## config.mk

```make
export PLATFORM = sky130hd
export DESIGN_NAME = regfile_wb_arbiter_flat
export DESIGN_NICKNAME = d
export VERILOG_FILES = /design/src/rtl/regfile_wb_arbiter_if.sv /design/src/rtl/regfile_wb_arbiter.sv /design/src/flat_wrapper.sv
export SDC_FILE = /design/constraint.sdc
export NUM_CORES = 1
export LEC_CHECK = 0
export ABC_AREA = 0
export ABC_CLOCK_PERIOD_IN_PS = 5230
export CORE_MARGIN = 2
export CORE_UTILIZATION = 25
export DETAILED_ROUTE_END_ITERATION = 8
export PLACE_DENSITY = 0.46
export SLEW_MARGIN = 20
export SYNTH_ARGS = -nofsm -noshare
export SYNTH_HDL_FRONTEND = slang
export SYNTH_SLANG_ARGS = --single-unit
```

## constraint.sdc

```tcl
create_clock -name clk_i -period 5.23 [get_ports clk_i]
set_input_delay 1.569 -clock clk_i [delete_from_list [all_inputs] [get_ports clk_i]]
set_output_delay 1.569 -clock clk_i [all_outputs]
set_load 0.05 [all_outputs]
```

## src/rtl/regfile_wb_arbiter_if.sv

```systemverilog
// Writeback arbiter bus: two requester handshakes, the registered write port, and decode hazard lookup.
// slave is the arbiter side; master is the requester/regfile/decode side.
interface regfile_wb_arbiter_if #(
    parameter int PROC_DATA_WIDTH        = 16,
    parameter int PROC_REGFILE_LOG2_DEEP = 5
);
    logic                              req0_valid_i;
    logic                              req0_ready_o;
    logic [PROC_REGFILE_LOG2_DEEP-1:0] req0_addr_i;
    logic [PROC_DATA_WIDTH-1:0]        req0_data_i;
    logic                              req1_valid_i;
    logic                              req1_ready_o;
    logic [PROC_REGFILE_LOG2_DEEP-1:0] req1_addr_i;
    logic [PROC_DATA_WIDTH-1:0]        req1_data_i;
    logic                              write_en_o;
    logic [PROC_REGFILE_LOG2_DEEP-1:0] write_addr_o;
    logic [PROC_DATA_WIDTH-1:0]        write_data_o;
    logic [PROC_REGFILE_LOG2_DEEP-1:0] read_addr1_i;
    logic [PROC_REGFILE_LOG2_DEEP-1:0] read_addr2_i;
    logic                              hazard1_o;
    logic                              hazard2_o;

    modport slave (
        input  req0_valid_i, req0_addr_i, req0_data_i,
        input  req1_valid_i, req1_addr_i, req1_data_i,
        input  read_addr1_i, read_addr2_i,
        output req0_ready_o, req1_ready_o,
        output write_en_o, write_addr_o, write_data_o,
        output hazard1_o, hazard2_o
    );

    modport master (
        output req0_valid_i, req0_addr_i, req0_data_i,
        output req1_valid_i, req1_addr_i, req1_data_i,
        output read_addr1_i, read_addr2_i,
        input  req0_ready_o, req1_ready_o,
        input  write_en_o, write_addr_o, write_data_o,
        input  hazard1_o, hazard2_o
    );
endinterface

```

## src/rtl/regfile_wb_arbiter.sv

```systemverilog
// Two one-entry writeback holds sharing one registered regfile write port, oldest-first then round-robin.
// Latency 1 cycle uncontended (+1 per lost arbitration); reqN_ready_o = !holdN_occ | grantN, low in reset.
module regfile_wb_arbiter #(
    parameter int PROC_DATA_WIDTH        = 16,
    parameter int PROC_REGFILE_LOG2_DEEP = 5
) (
    input  logic                 clk_i,
    input  logic                 rst_n_i,
    regfile_wb_arbiter_if.slave  wb
);
    localparam int AW = PROC_REGFILE_LOG2_DEEP;
    localparam int DW = PROC_DATA_WIDTH;

    typedef struct packed {
        logic [AW-1:0] addr;
        logic [DW-1:0] data;
    } hold_t;

    hold_t         hold0_q, hold0_d, hold1_q, hold1_d;
    logic          occ0_q, occ0_d, occ1_q, occ1_d;
    logic          age0_q, age0_d, age1_q, age1_d;
    logic          rr_q, rr_d;
    logic          we_q, we_d;
    logic [AW-1:0] waddr_q, waddr_d;
    logic [DW-1:0] wdata_q, wdata_d;

    logic grant0, grant1, same_age;
    logic rdy0, rdy1, cap0, cap1, stay0, stay1;

    // ageN set means holdN was captured strictly before the other, still-waiting hold.
    always_comb begin
        grant0   = 1'b0;
        grant1   = 1'b0;
        same_age = 1'b0;
        if (occ0_q && occ1_q) begin
            same_age = !age0_q && !age1_q;
            if (age0_q)      grant0 = 1'b1;
            else if (age1_q) grant1 = 1'b1;
            else if (!rr_q)  grant0 = 1'b1;
            else             grant1 = 1'b1;
        end else if (occ0_q) begin
            grant0 = 1'b1;
        end else if (occ1_q) begin
            grant1 = 1'b1;
        end
    end

    assign rdy0  = rst_n_i & (!occ0_q | grant0);
    assign rdy1  = rst_n_i & (!occ1_q | grant1);
    assign cap0  = wb.req0_valid_i & rdy0 & (wb.req0_addr_i != '0);
    assign cap1  = wb.req1_valid_i & rdy1 & (wb.req1_addr_i != '0);
    assign stay0 = occ0_q & !grant0;
    assign stay1 = occ1_q & !grant1;

    always_comb begin
        hold0_d = hold0_q;
        hold1_d = hold1_q;
        occ0_d  = cap0 | stay0;
        occ1_d  = cap1 | stay1;
        age0_d  = age0_q;
        age1_d  = age1_q;
        rr_d    = (same_age && (grant0 || grant1)) ? !rr_q : rr_q;
        we_d    = grant0 | grant1;
        waddr_d = waddr_q;
        wdata_d = wdata_q;

        if (cap0) hold0_d = {wb.req0_addr_i, wb.req0_data_i};
        if (cap1) hold1_d = {wb.req1_addr_i, wb.req1_data_i};

        // A fresh capture is always younger than whatever is still waiting.
        if (cap0 && cap1) begin
            age0_d = 1'b0;
            age1_d = 1'b0;
        end else if (cap0) begin
            age0_d = 1'b0;
            age1_d = stay1;
        end else if (cap1) begin
            age1_d = 1'b0;
            age0_d = stay0;
        end

        if (grant0) begin
            waddr_d = hold0_q.addr;
            wdata_d = hold0_q.data;
        end else if (grant1) begin
            waddr_d = hold1_q.addr;
            wdata_d = hold1_q.data;
        end
    end

    always_ff @(posedge clk_i or negedge rst_n_i) begin
        if (!rst_n_i) begin
            hold0_q <= '0;
            hold1_q <= '0;
            occ0_q  <= 1'b0;
            occ1_q  <= 1'b0;
            age0_q  <= 1'b0;
            age1_q  <= 1'b0;
            rr_q    <= 1'b0;
            we_q    <= 1'b0;
            waddr_q <= '0;
            wdata_q <= '0;
        end else begin
            hold0_q <= hold0_d;
            hold1_q <= hold1_d;
            occ0_q  <= occ0_d;
            occ1_q  <= occ1_d;
            age0_q  <= age0_d;
            age1_q  <= age1_d;
            rr_q    <= rr_d;
            we_q    <= we_d;
            waddr_q <= waddr_d;
            wdata_q <= wdata_d;
        end
    end

    // The write_en term covers the half-cycle before the regfile's negedge write.
    function automatic logic pending(input logic [AW-1:0] ra);
        return (ra != '0) &&
               ((occ0_q && hold0_q.addr == ra) ||
                (occ1_q && hold1_q.addr == ra) ||
                (we_q && waddr_q == ra));
    endfunction

    assign wb.req0_ready_o = rdy0;
    assign wb.req1_ready_o = rdy1;
    assign wb.write_en_o   = we_q;
    assign wb.write_addr_o = waddr_q;
    assign wb.write_data_o = wdata_q;
    assign wb.hazard1_o    = pending(wb.read_addr1_i);
    assign wb.hazard2_o    = pending(wb.read_addr2_i);
endmodule

```

## src/flat_wrapper.sv

```systemverilog
// flat-port wrapper written by rule: the top's interface ports become plain ports
module regfile_wb_arbiter_flat 
#(
    parameter int PROC_DATA_WIDTH        = 16,
    parameter int PROC_REGFILE_LOG2_DEEP = 5
)
  (clk_i, rst_n_i, wb_req0_valid_i, wb_req0_addr_i, wb_req0_data_i, wb_req1_valid_i, wb_req1_addr_i, wb_req1_data_i, wb_read_addr1_i, wb_read_addr2_i, wb_req0_ready_o, wb_req1_ready_o, wb_write_en_o, wb_write_addr_o, wb_write_data_o, wb_hazard1_o, wb_hazard2_o);
  regfile_wb_arbiter_if #(.PROC_DATA_WIDTH(PROC_DATA_WIDTH), .PROC_REGFILE_LOG2_DEEP(PROC_REGFILE_LOG2_DEEP)) wb_i ();
  input  logic clk_i;
  input  logic rst_n_i;
  input wire logic [$bits(wb_i.req0_valid_i)-1:0] wb_req0_valid_i;
  input wire logic [$bits(wb_i.req0_addr_i)-1:0] wb_req0_addr_i;
  input wire logic [$bits(wb_i.req0_data_i)-1:0] wb_req0_data_i;
  input wire logic [$bits(wb_i.req1_valid_i)-1:0] wb_req1_valid_i;
  input wire logic [$bits(wb_i.req1_addr_i)-1:0] wb_req1_addr_i;
  input wire logic [$bits(wb_i.req1_data_i)-1:0] wb_req1_data_i;
  input wire logic [$bits(wb_i.read_addr1_i)-1:0] wb_read_addr1_i;
  input wire logic [$bits(wb_i.read_addr2_i)-1:0] wb_read_addr2_i;
  output wire logic [$bits(wb_i.req0_ready_o)-1:0] wb_req0_ready_o;
  output wire logic [$bits(wb_i.req1_ready_o)-1:0] wb_req1_ready_o;
  output wire logic [$bits(wb_i.write_en_o)-1:0] wb_write_en_o;
  output wire logic [$bits(wb_i.write_addr_o)-1:0] wb_write_addr_o;
  output wire logic [$bits(wb_i.write_data_o)-1:0] wb_write_data_o;
  output wire logic [$bits(wb_i.hazard1_o)-1:0] wb_hazard1_o;
  output wire logic [$bits(wb_i.hazard2_o)-1:0] wb_hazard2_o;
  assign wb_i.req0_valid_i = wb_req0_valid_i;
  assign wb_i.req0_addr_i = wb_req0_addr_i;
  assign wb_i.req0_data_i = wb_req0_data_i;
  assign wb_i.req1_valid_i = wb_req1_valid_i;
  assign wb_i.req1_addr_i = wb_req1_addr_i;
  assign wb_i.req1_data_i = wb_req1_data_i;
  assign wb_i.read_addr1_i = wb_read_addr1_i;
  assign wb_i.read_addr2_i = wb_read_addr2_i;
  assign wb_req0_ready_o = wb_i.req0_ready_o;
  assign wb_req1_ready_o = wb_i.req1_ready_o;
  assign wb_write_en_o = wb_i.write_en_o;
  assign wb_write_addr_o = wb_i.write_addr_o;
  assign wb_write_data_o = wb_i.write_data_o;
  assign wb_hazard1_o = wb_i.hazard1_o;
  assign wb_hazard2_o = wb_i.hazard2_o;
  regfile_wb_arbiter #(.PROC_DATA_WIDTH(PROC_DATA_WIDTH), .PROC_REGFILE_LOG2_DEEP(PROC_REGFILE_LOG2_DEEP)) u_core (.clk_i(clk_i), .rst_n_i(rst_n_i), .wb(wb_i));
endmodule
```

==> flow_results.org <==
** Run status
- Run status :: complete, no violations

** Setup path
- Dominant delay contributor by cell family on the critical path :: buffers and inverters
- Critical Path End Type :: primary output
- By startpoint and endpoint, the worst setup path is classified as input port to primary output.
- On the worst path, the slowest cell contributes a delay of around 0.51 ns.
- The largest individual stage delay along the critical path comes from the cell clkdlybuf4s50_1.
- Required time worst endpoint :: 3.66 ns
- Critical Path Source Type :: input port
- Data on the critical path arrives at its endpoint at 3.25 ns.
- Setup slack on the worst reg-to-reg path comes out at a little over 3 ns.
- Ordered cell list for the critical path :: clkdlybuf4s50_1 -> xor2_1 -> nor4_1 -> and3_1 -> a31oi_1 -> a21oi_1 -> buf_12
- Counting both buffers and inverters, the worst setup path holds a total of 2.
- Biggest fanout along the worst timing path :: 4

** Pwr
- Power density normalized to cell area :: 459 nW/um^2
- Across the VDD grid, the largest voltage drop is between 150 and 200 uV.
- The design draws 2.08 mW.
- Leak Pwr :: 1.95 nW

** Clock network
- TritonCTS buffer count :: 9
- Clock root cell :: clkbuf_16
- Number of H-tree levels :: 3
- CTS hold repair buffers :: 0
- Deepest clock path buffer count :: 2
- After clock tree synthesis, the clock-pin slew on the worst setup and hold paths is around 0.050 ns.
- In this run, post-CTS repair resized a total of 0 instances.
- The clock drives 69 sinks.
- Number of buffers inserted to repair setup after CTS :: 0
- Clock latency of the later-clocked register in the worst-skew pair :: 0.33 ns
- TritonCTS clock tree :: done

** GRT
- Global routing consumed, over all layers together, 12.1% of the routing resources.
- Number of antenna violations at the first check in global routing :: 0
- Number of global-route vias before repair :: 2401
- Global routing finished with a remaining overflow of 0.
- The first global-routing pass estimated 13.1 mm of wire.
- Largest net degree at the start of global routing :: 44

** STA
- Clock period minus final worst setup slack :: 4.82 ns
- The hold violation count in the final report is 0.
- In the finished design, the share of the clock period the worst path needs comes to 92.1%.
- The final max-slew violation count was 0.
- Worst-Margin Slew :: 0.859 ns
- Max_slew headroom :: between 40% and 50%
- Highest Clock Rate :: 208 MHz
- Setup violations remaining at the end of the flow were counted as 0.
- Unrepaired setup endpoints after global routing :: false
- Fin worst setup slack :: ~0.41 ns
- Worst hold margin :: roughly 0.47 ns
- Final setup skew :: 0.00677 ns
- For the final routed database, the setup TNS stands at 0 ns.

** Synth
- Post-Syn Area per Cell :: 12.4 sq um
- In this run, synthesis produced a sequential element count of 69.
- Ys async rst share :: 100%
- Area share of the leading cell type in the synthesized netlist :: 53.8%
- Synthesis produced a netlist with a net count of 314.
- The commonest cells after synthesis are dfrtp_1, mux2_2, nor2_1, xor2_1, a21oi_1.
- Summed over all instances, the cell type with the most area after synthesis is dfrtp_1.
- For this run, the number of Yosys warnings is 0.
- Among all flip-flop cells after synthesis, the most frequent one is dfrtp_1.
- Counting distinct cell types in the post-synthesis netlist gives 33.
- Synth Cell Area :: 3210 sq um
- Most frequently used cell type in the post-synthesis netlist :: dfrtp_1
- Sequential cells were found to cover between 50 and 60% of the synthesized design area.
- Counting flops with a built-in enable in the synthesized netlist gives 0.
- After synthesis, the cell types taking the most area are dfrtp_1, mux2_2, xor2_1, mux2i_1, mux2_4.
- Cells after Synth :: roughly 260

** Drt
- Routed Wire Length :: 8.09 mm
- Number of DRC violations after detailed routing :: 0
- Dividing the detail-routed via count by the number of cells gives 4.35.
- The detailed router placed 2269 vias in this run.
- First drt pass iteration count :: 4
- Number of violations reported at the end of detailed-routing iteration 0 :: 104
- Wirelength per Cell :: roughly 16 um
- Detail Route Antenna Nets :: 0

** Die
- For this configuration, the core starts out at a cell density of 25.5%.
- The die is 117 um wide.
- For this design the top-level I/O count stands at 82.
- In this run the core area contains 41 standard-cell rows.
- The floorplan step defined a core boundary enclosing between 10000 and 15000 sq um.
- In this run the vertical extent of the chip is around 120 um.
- The die covers 13800 sq um.

** Hold path
- Tightest Hold Check Type :: register to register

** Place
- Placement Cell Area :: 4230 sq um
- Counting tap cells, the placed design contains a total of 505 instances.
- Number of port buffers :: 81
- After legalization and detailed placement, the total HPWL measured 5.58 mm.
- At the placement stage, the worst setup path has a slack of 0.429 ns.
- At the end of routability-driven placement, the weighted congestion stood at between 0.7 and 0.8.

** Final layout
- The count of cells in the finished layout, fillers not included, comes to 522.
- Number of inserted filler cells in the final layout :: 1260
- Area occupied by multi-input gates :: 1420 sq um
- For this run, the share of the core covered by cells in the final layout is between 30 and 40%.
- In the final layout, flip-flops and latches occupy around 1700 sq um.
- Compared with the post-synthesis result, the final layout area differs by 41.1%.
- Number of nets in the layout :: 400
- With fillers left out, the area of the finished cells amounts to roughly 4500 sq um.
- In the final layout, the share of cells above drive strength 1 is around 20%.

** Flow run
- Max-cap violations in this run came to 0.
per-layer routing:
metal	GRT usage (%)	wire length, um	vias up	part of all wire [%]
li1	-	-	1082	-
met3	4.47	545	12	6.7
met5	0	0	-	0
met4	4.89	146	0	1.8
met1	15.0	3650	1102	45
met2	19.2	3750	73	46
cell type report:
class / instances / share of cell area [%]
antenna: 1 / 0.0552
clock inverter: 6 / 1.35
timing repair buffer: 86 / 18.9
tap: 172 / 4.75
inverter: 1 / 0.0828
sequential: 69 / 38.1
multi-input combinational: 177 / 31.4
clock buffer: 10 / 5.27
cell usage in the layout, fill, tap and decap left out, types with 2 or more instances in the layout:
cell and n:
mux2_4 10, clkdlybuf4s50_1 76, nand2_1 4, xnor2_1 6
buf_12 2, or4_1 2, o21ai_0 2, and3_1 2
mux2i_1 21, nor2_1 25, clkinv_2 3, nand3_1 4
mux2_2 30, buf_4 7, a21oi_1 23, and2_1 2
nor3_1 2, a31oi_1 2, clkbuf_16 9, nor4_1 6
dfrtp_1 69, xor2_1 25
logic make-up (layout without fill, tap and decap cells):
group | count (synthesis) | after routing | share of synthesized area, %
flops | 69 | 69 | 53.8
mux | 61 | 61 | 21.7
simple gates | 51 | 51 | 7.68
compound gates | 34 | 34 | 6.04
xor+xnor | 31 | 31 | 8.46
buf+inv | 12 | 103 | 2.30
other cells | 0 | 1 | 0
registers in the layout, summed over array words and instances (netlist names):
name                    flops
u_core.wb.write_en_o        1
u_core.wb.write_data_o     16
u_core.hold1_q             21
u_core.rr_q                 1
u_core.wb.write_addr_o      5
u_core.hold0_q             21
u_core.age1_q               1
u_core.occ1_q               1
u_core.age0_q               1
u_core.occ0_q               1
power by group:
group,switching [mW],internal [mW],total (mW)
registers,0.108,0.661,0.769
clock network,0.231,0.381,0.612
logic,0.403,0.294,0.697
final timing paths:
check                                         from                                    end  cells past startpoint
max                             wb_read_addr1_i[1]                           wb_hazard1_o                      7
min                        u_core.rr_q$_DFFE_PN0P_                u_core.rr_q$_DFFE_PN0P_                      1
max reg2reg                u_core.occ1_q$_DFF_PN0_  u_core.wb.write_data_o[2]$_DFFE_PN0P_                      5
min reg2reg                u_core.rr_q$_DFFE_PN0P_                u_core.rr_q$_DFFE_PN0P_                      1
max in group asynchronous                  rst_n_i          u_core.hold0_q[0]$_DFFE_PN0P_                      2
min in group asynchronous                  rst_n_i              u_core.age0_q$_DFFE_PN0P_                      2
Note: power is estimated with default switching activity, not from simulation.
